`config.mk`:
```
export PLATFORM = sky130hd
export DESIGN_NAME = multicycle_control
export DESIGN_NICKNAME = d
export VERILOG_FILES = /design/src/rtl/multicycle_control.sv
export SDC_FILE = /design/constraint.sdc
export NUM_CORES = 1
export LEC_CHECK = 0
export ABC_AREA = 1
export BUFFER_PORTS_ARGS = -buffer_cell sky130_fd_sc_hd__buf_2
export CAP_MARGIN = 20
export CORE_ASPECT_RATIO = 0.75
export CORE_MARGIN = 1
export CORE_UTILIZATION = 45
export CTS_BUF_LIST = sky130_fd_sc_hd__clkbuf_16
export CTS_CLUSTER_SIZE = 25
export DETAILED_ROUTE_END_ITERATION = 8
export GPL_TIMING_DRIVEN = 0
export MAX_ROUTING_LAYER = met4
export PLACE_DENSITY = 0.74
export SYNTH_ARGS = -nofsm -noshare
export SYNTH_HDL_FRONTEND = slang
export SYNTH_SLANG_ARGS = --single-unit
```
`constraint.sdc`:
```
create_clock -name clk -period 1.2 [get_ports clk]
set_input_delay 0.12 -clock clk [delete_from_list [all_inputs] [get_ports clk]]
set_output_delay 0.12 -clock clk [all_outputs]
set_load 0.01 [all_outputs]
```
`src/rtl/multicycle_control.sv`:
```
// Multi-cycle FSM controller for a MIPS subset running on a shared single-ALU datapath.
// Optional memory handshake stalls in FETCH/MEM are enabled by defining MC_CONTROL_STALL_EN.
module multicycle_control #(
    parameter int               CMD_W   = 3,
    parameter logic [CMD_W-1:0] CMD_ADD = 3'b000,
    parameter logic [CMD_W-1:0] CMD_SUB = 3'b001,
    parameter logic [CMD_W-1:0] CMD_XOR = 3'b010,
    parameter logic [CMD_W-1:0] CMD_SLT = 3'b011
) (
    input  logic             clk,
    input  logic             reset_n,
    input  logic [5:0]       opcode,
    input  logic [5:0]       funct,
    input  logic             zero,
`ifdef MC_CONTROL_STALL_EN
    input  logic             mem_ready,
`endif
    output logic             pc_write,
    output logic [1:0]       pc_source,
    output logic             ir_write,
    output logic             mem_read,
    output logic             mem_write,
    output logic             reg_write,
    output logic [1:0]       reg_dst,
    output logic [1:0]       mem_to_reg,
    output logic             alu_src_a,
    output logic [1:0]       alu_src_b,
    output logic [CMD_W-1:0] alu_command,
    output logic             illegal_op
);

    typedef enum logic [2:0] {
        S_IDLE, S_FETCH, S_DECODE, S_EXEC, S_MEM, S_WB
    } state_t;

    state_t     state_q, state_d;
    logic [5:0] op_q, op_d;
    logic [5:0] fn_q, fn_d;
    logic       mem_rdy;

`ifdef MC_CONTROL_STALL_EN
    assign mem_rdy = mem_ready;
`else
    assign mem_rdy = 1'b1;
`endif

    function automatic logic is_legal(input logic [5:0] op, input logic [5:0] fn);
        case (op)
            6'h00:   is_legal = (fn == 6'h20) || (fn == 6'h22) || (fn == 6'h2A) || (fn == 6'h08);
            6'h08, 6'h0E, 6'h23, 6'h2B, 6'h05, 6'h02, 6'h03: is_legal = 1'b1;
            default: is_legal = 1'b0;
        endcase
    endfunction

    // Instruction classes come only from the opcode/funct latched in DECODE.
    logic is_r, is_jr, is_addi, is_xori, is_lw, is_sw, is_bne, is_j, is_jal;
    assign is_jr   = (op_q == 6'h00) && (fn_q == 6'h08);
    assign is_r    = (op_q == 6'h00) && !is_jr;
    assign is_addi = (op_q == 6'h08);
    assign is_xori = (op_q == 6'h0E);
    assign is_lw   = (op_q == 6'h23);
    assign is_sw   = (op_q == 6'h2B);
    assign is_bne  = (op_q == 6'h05);
    assign is_j    = (op_q == 6'h02);
    assign is_jal  = (op_q == 6'h03);

    always_ff @(posedge clk or negedge reset_n) begin
        if (!reset_n) begin
            state_q <= S_IDLE;
            op_q    <= 6'h00;
            fn_q    <= 6'h00;
        end else begin
            state_q <= state_d;
            op_q    <= op_d;
            fn_q    <= fn_d;
        end
    end

    always_comb begin
        state_d = state_q;
        op_d    = op_q;
        fn_d    = fn_q;
        case (state_q)
            S_IDLE:   state_d = S_FETCH;
            S_FETCH:  if (mem_rdy) state_d = S_DECODE;
            S_DECODE: begin
                op_d    = opcode;
                fn_d    = funct;
                state_d = is_legal(opcode, funct) ? S_EXEC : S_FETCH;
            end
            S_EXEC: begin
                if (is_r || is_addi || is_xori) state_d = S_WB;
                else if (is_lw || is_sw)        state_d = S_MEM;
                else                            state_d = S_FETCH;
            end
            S_MEM:    if (mem_rdy) state_d = is_lw ? S_WB : S_FETCH;
            S_WB:     state_d = S_FETCH;
            default:  state_d = S_IDLE;
        endcase
    end

    always_comb begin
        pc_write    = 1'b0;
        pc_source   = 2'd0;
        ir_write    = 1'b0;
        mem_read    = 1'b0;
        mem_write   = 1'b0;
        reg_write   = 1'b0;
        reg_dst     = 2'd0;
        mem_to_reg  = 2'd0;
        alu_src_a   = 1'b0;
        alu_src_b   = 2'd0;
        alu_command = CMD_ADD;
        illegal_op  = 1'b0;
        case (state_q)
            S_FETCH: begin
                mem_read  = 1'b1;
                ir_write  = mem_rdy;
                pc_write  = mem_rdy;
                alu_src_b = 2'd1;
            end
            S_DECODE: begin
                alu_src_b  = 2'd3;
                illegal_op = !is_legal(opcode, funct);
            end
            S_EXEC: begin
                if (is_r) begin
                    alu_src_a = 1'b1;
                    case (fn_q)
                        6'h22:   alu_command = CMD_SUB;
                        6'h2A:   alu_command = CMD_SLT;
                        default: alu_command = CMD_ADD;
                    endcase
                end else if (is_addi || is_xori || is_lw || is_sw) begin
                    alu_src_a   = 1'b1;
                    alu_src_b   = 2'd2;
                    alu_command = is_xori ? CMD_XOR : CMD_ADD;
                end else if (is_bne) begin
                    alu_src_a   = 1'b1;
                    alu_command = CMD_SUB;
                    pc_write    = !zero;
                    pc_source   = zero ? 2'd0 : 2'd1;
                end else if (is_j || is_jal) begin
                    pc_write  = 1'b1;
                    pc_source = 2'd2;
                    if (is_jal) begin
                        reg_write  = 1'b1;
                        reg_dst    = 2'd2;
                        mem_to_reg = 2'd2;
                    end
                end else if (is_jr) begin
                    pc_write  = 1'b1;
                    pc_source = 2'd3;
                end
            end
            S_MEM: begin
                mem_read  = is_lw;
                mem_write = is_sw;
            end
            S_WB: begin
                reg_write  = 1'b1;
                reg_dst    = is_r ? 2'd1 : 2'd0;
                mem_to_reg = is_lw ? 2'd1 : 2'd0;
            end
            default: ;
        endcase
    end

endmodule
```
Word-level counts from Yosys, hierarchy flattened --
Index checks and enable logic that the tools add are counted.
Cells by class: $mul 0, equal/unequal tests 26, muxes and demuxes 52, bitwise gates (word level) 0, magnitude comparators 0, reduce and logical (&&, ||, !) cells 20, add/subtract/negate cells 0, div/mod/pow operators 0, shifts and indexed selects 0
Operators by type and width (count):
- 6-bit equality test (second input constant) | 9
- 6-bit by 4-bit equality test with 1-bit output (second input constant) | 6
- 2-bit 2-to-1 mux | 16
- 6-bit by 2-bit equality test with 1-bit output (second input constant) | 4
- 1-bit 2-to-1 mux | 22
- 3-bit 2-to-1 mux | 5
- 3-bit one-hot mux with 5 select lines | 1
- 6-bit by 3-bit equality test with 1-bit output (second input constant) | 2
- 6-bit zero test | 2
- 2-bit one-hot mux with 2 select lines | 3
- 1-bit logical OR | 10
- 1-bit one-hot mux with 2 select lines | 4
- 7-bit OR reduction | 1
- 3-bit by 2-bit equality test with 1-bit output (second input constant) | 2
- 3-bit equality test (second input constant) | 2
- 2-bit one-hot mux with 3 select lines | 1
- 3-bit by 1-bit equality test with 1-bit output (second input constant) | 1
- 1-bit zero test | 3
- 3-bit zero test | 1
- 1-bit logical AND | 2
- 2-bit OR reduction | 1
Word-level totals: memories kept 0, bits in read-only memories 0, word-level logic and storage cells 101, bits in latches 0, memory bits (writable) 0, flip-flop bits (word level) 15

Depth between registers and ports, before layout --
depth after elaboration 8, mapped depth 9, gate-level depth less buffers 9

Worst setup path after synthesis --
No wires, ideal clock.
path kind reg-to-output, start point reg state_q[2], end point out reg_dst[1], arrival 1.172 ns, stages on the path, launching flop included 7, slack -0.092 ns, data required time 1.080 ns, cells stage by stage dfrtp_1 -> inv_1 -> nand2_1 -> nor2_2 -> nand2_1 -> nor2_1 -> buf_4
Between the ends: word-level cells in the longest chain between the ends 2
RTL lines:
- start: declaration | RTL line 36 | state_t state_q, state_d;
- start signal: assignment | RTL line 73 | state_q <= state_d;
- 3-bit equality test / 3-bit by 2-bit equality test with 1-bit output (equally long branches) | RTL line 115 | case (state_q)
- 2-bit one-hot mux with 2 select lines (*) | RTL line 115
- end: declaration | RTL line 24 | output logic [1:0] reg_dst,
Every way passes the cells marked *; elsewhere a longest branch is shown, timed or not.

Worst setup path in the final report --
start point reg op_q[1], end point out alu_src_a
Between the ends: word-level cells in the longest chain between the ends 7
RTL lines:
- start: declaration | RTL line 37 | logic [5:0] op_q, op_d;
- start signal: assignment | RTL line 74 | op_q <= op_d;
- 6-bit by 4-bit equality test with 1-bit output (on tied branches) | RTL line 59, 60
- 1-bit logical OR (3 in series) | RTL line 134 | end else if (is_addi || is_xori || is_lw || is_sw) begin
- 1-bit 2-to-1 mux | RTL line 134
- 1-bit 2-to-1 mux (*) | RTL line 127 | if (is_r) begin
- 1-bit 2-to-1 mux (*) | RTL line 115
- end: declaration | RTL line 26 | output logic alu_src_a,
Marked as above.

==> impl_metrics.json <==
{
  "fin_cells": 259,
  "netlist.area_leader.share_pct": 35.3,
  "ys_types": 21,
  "worstSetupStartpointType": "register",
  "drv_cap": 0,
  "critPathMaxFanout": 4,
  "hold_viol_final": 0,
  "finClkSkew_ns": 0.00466,
  "cts.sinks": 15,
  "routedWlPerCell_um": 15.0,
  "synth.ff_latch_count": 15,
  "drc": 2,
  "postRouteAntennaNets": 0,
  "drt-total-wl_mm": 3.89,
  "hp-class": "primary input to register",
  "portBuffers": 31,
  "power.density_mw_per_mm2": 2060,
  "rsz0062_at_grt": "yes",
  "final_util_pct": 78.2,
  "synth_top_family_by_area": "simple AND/OR/NAND/NOR gates",
  "synthSimpleGateAreaFrac_pct": 46.5,
  "syn_area_mm2": 0.00106,
  "diodes": 0,
  "setup_viol": 32,
  "async_flop_share_pct": 100,
  "synthAdderAreaFrac_pct": 0,
  "core_area_mm2": 0.00212,
  "io_pins": 33,
  "syn-instance-count": 170,
  "final_max_slew_viol_count": 0,
  "synth-seq-area-share_pct": 35.3,
  "die_w_um": 58.2,
  "grt_overflow": 0,
  "muxShareOfSynthArea_pct": 0,
  "yosys_warnings": 0,
  "core.rowCount": 14,
  "start_util_pct": 50.2,
  "dpl.cell_count": 233,
  "vias": 1416,
  "drive_gt1_share_pct": 41.9,
  "synth_xor_area_share_pct": 0,
  "cts_inserted_buffers": 3,
  "setup_ws_ns": -0.442,
  "cp.required_ns": 1.08,
  "leakagePower_uw": 0.000869,
  "syn_nets": 185,
  "root_buffer": "clkbuf_16",
  "grt_pass1_vias": 1148,
  "critical_path_class": "register to primary output",
  "grt_pass1_wl_mm": 5.13,
  "die_area_mm2": 0.00257,
  "htreeDepth": 1,
  "routed_via_density": 5.47,
  "end_kind": "primary output",
  "synth_ff_type": "dfrtp_1",
  "clock_latency_ns": 0.25,
  "synth-edff-count": 0,
  "synth.avg_cell_area_um2": 6.26,
  "arrival_ns": 1.52,
  "drt-pass1-iter-count": 8,
  "setup_tns_ns": -8.12,
  "period_share_pct": 137,
  "grt_antenna_before_repair": 0,
  "peakVddDrop_uv": 956,
  "finalNetCount": 243,
  "violations": "DRC, setup timing",
  "cts_tree": "built",
  "status": "complete, but fails checks",
  "drt_iter0_drc": 115,
  "rrSetupSlack_ns": -0.16,
  "die_height_um": 44.1,
  "clk_pin_slew_ns": 0.05,
  "area_growth_pct": 55.7,
  "grt_use_total_pct": 27.6,
  "p_total_uw": 3410,
  "dp_hpwl_mm": 2.07,
  "synth_top_cell_by_area": "dfrtp_1",
  "fin_crit_ns": 1.64,
  "grt_max_degree": 16,
  "synthTopCellsByArea": "dfrtp_1 35%, nand2_1 19%, nor2_1 9.9%",
  "clockBufferDepth": 2,
  "synth-compound-area-share_pct": 7.29,
  "pre_cts_ws_ns": -0.268,
  "timing.fmax_mhz": 609,
  "gp_congestion": 0.849
}
==> cell usage in the layout (no fill, tap or decap), types with 4 or more instances in the layout <==
cell type,Yosys,layout
nor2_2,1,4
dfrtp_2,0,6
nand3_2,0,4
inv_1,22,17
nand2_1,55,52
buf_6,1,7
buf_4,2,18
buf_2,0,30
nand3_1,15,10
nor2_1,28,22
o21ai_1,3,8
nor2_4,2,5
dfrtp_1,15,9
==> where the power goes <==
group	switching, µW	internal (µW)	total, µW
combinational	982	707	1690
sequential	309	750	1060
clock	213	445	658
==> repair_timing <==
action / in CTS / in global routing
resized for setup: 25 / 28
hold buffers: 1 / 0
endpoints found under the setup margin: 31 / 28
pin swaps: 6 / 13
gates cloned: 1 / 0
setup buffers: 8 / 14
endpoints found under the hold margin: 15 / 0
==> Yosys cell counts (2+ instances only) <==
cell type / count
a21oi_1: 2
buf_4: 2
dfrtp_1: 15
inv_1: 22
nand2_1: 55
nand3_1: 15
nand4_1: 3
nor2_1: 28
nor2_4: 2
nor3_1: 5
o21ai_0: 9
o21ai_1: 3
==> per-layer routing <==
metal | wire length [µm] | vias up | track usage, % | share of wire [%]
li1 | - | 648 | - | -
met1 | 1570 | 648 | 33.9 | 40
met2 | 1840 | 99 | 46.2 | 47
met3 | 311 | 21 | 4.39 | 8.0
met4 | 169 | 0 | 10.5 | 4.3
met5 | 0 | - | - | 0
==> layout make-up <==
type | count | area, µm²
clock inverter | 1 | 5.00
sequential | 15 | 383
buffer | 3 | 26.3
inverter | 23 | 93.8
clock buffer | 3 | 75.1
timing repair buffer | 53 | 348
tap | 32 | 40.0
fill | 138 | 462
multi-input combinational | 129 | 687
==> critical path: stages, from the launching register on <==
cell      delay [ns]
dfrtp_2         0.45
inv_2           0.09
nor2_1          0.05
nand3b_1        0.13
nand2_1         0.08
nor2_2          0.17
nand3_2         0.07
nand2_1         0.07
inv_1           0.04
buf_2           0.13
==> flip-flops by register name, indices dropped and copies added, names as in the netlist <==
signal and flops:
state_q 3, op_q 6, fn_q 6
==> final timing paths <==
kind	from	endpoint	cells past startpoint
worst min register to register	fn_q[3]	fn_q[3]	2
max in group asynchronous	reset_n	op_q[3]	2
worst max-delay path	op_q[1]	alu_src_a	9
worst min-delay path	funct[3]	fn_q[3]	3
worst max register to register	state_q[2]	fn_q[2]	6
min in group asynchronous	reset_n	fn_q[2]	2
==> kinds of logic (layout without fill, tap and decap cells) <==
kind of cell,Yosys count,after routing
other,1,1
AOI/OAI and AO/OA,15,15
buffers and inverters,26,83
DFF,15,15
and+or+nand+nor,113,113
==> per-stage QoR <==
step	hold slack (ns)	area, µm²
finish	0.118	1660
global route	0.135	1660
CTS	0.0929	1480
detailed placement	0.0386	1260
global placement	0.0355	1260
floorplan	-0.176	1070
Note: power is estimated with default switching activity, not from simulation.
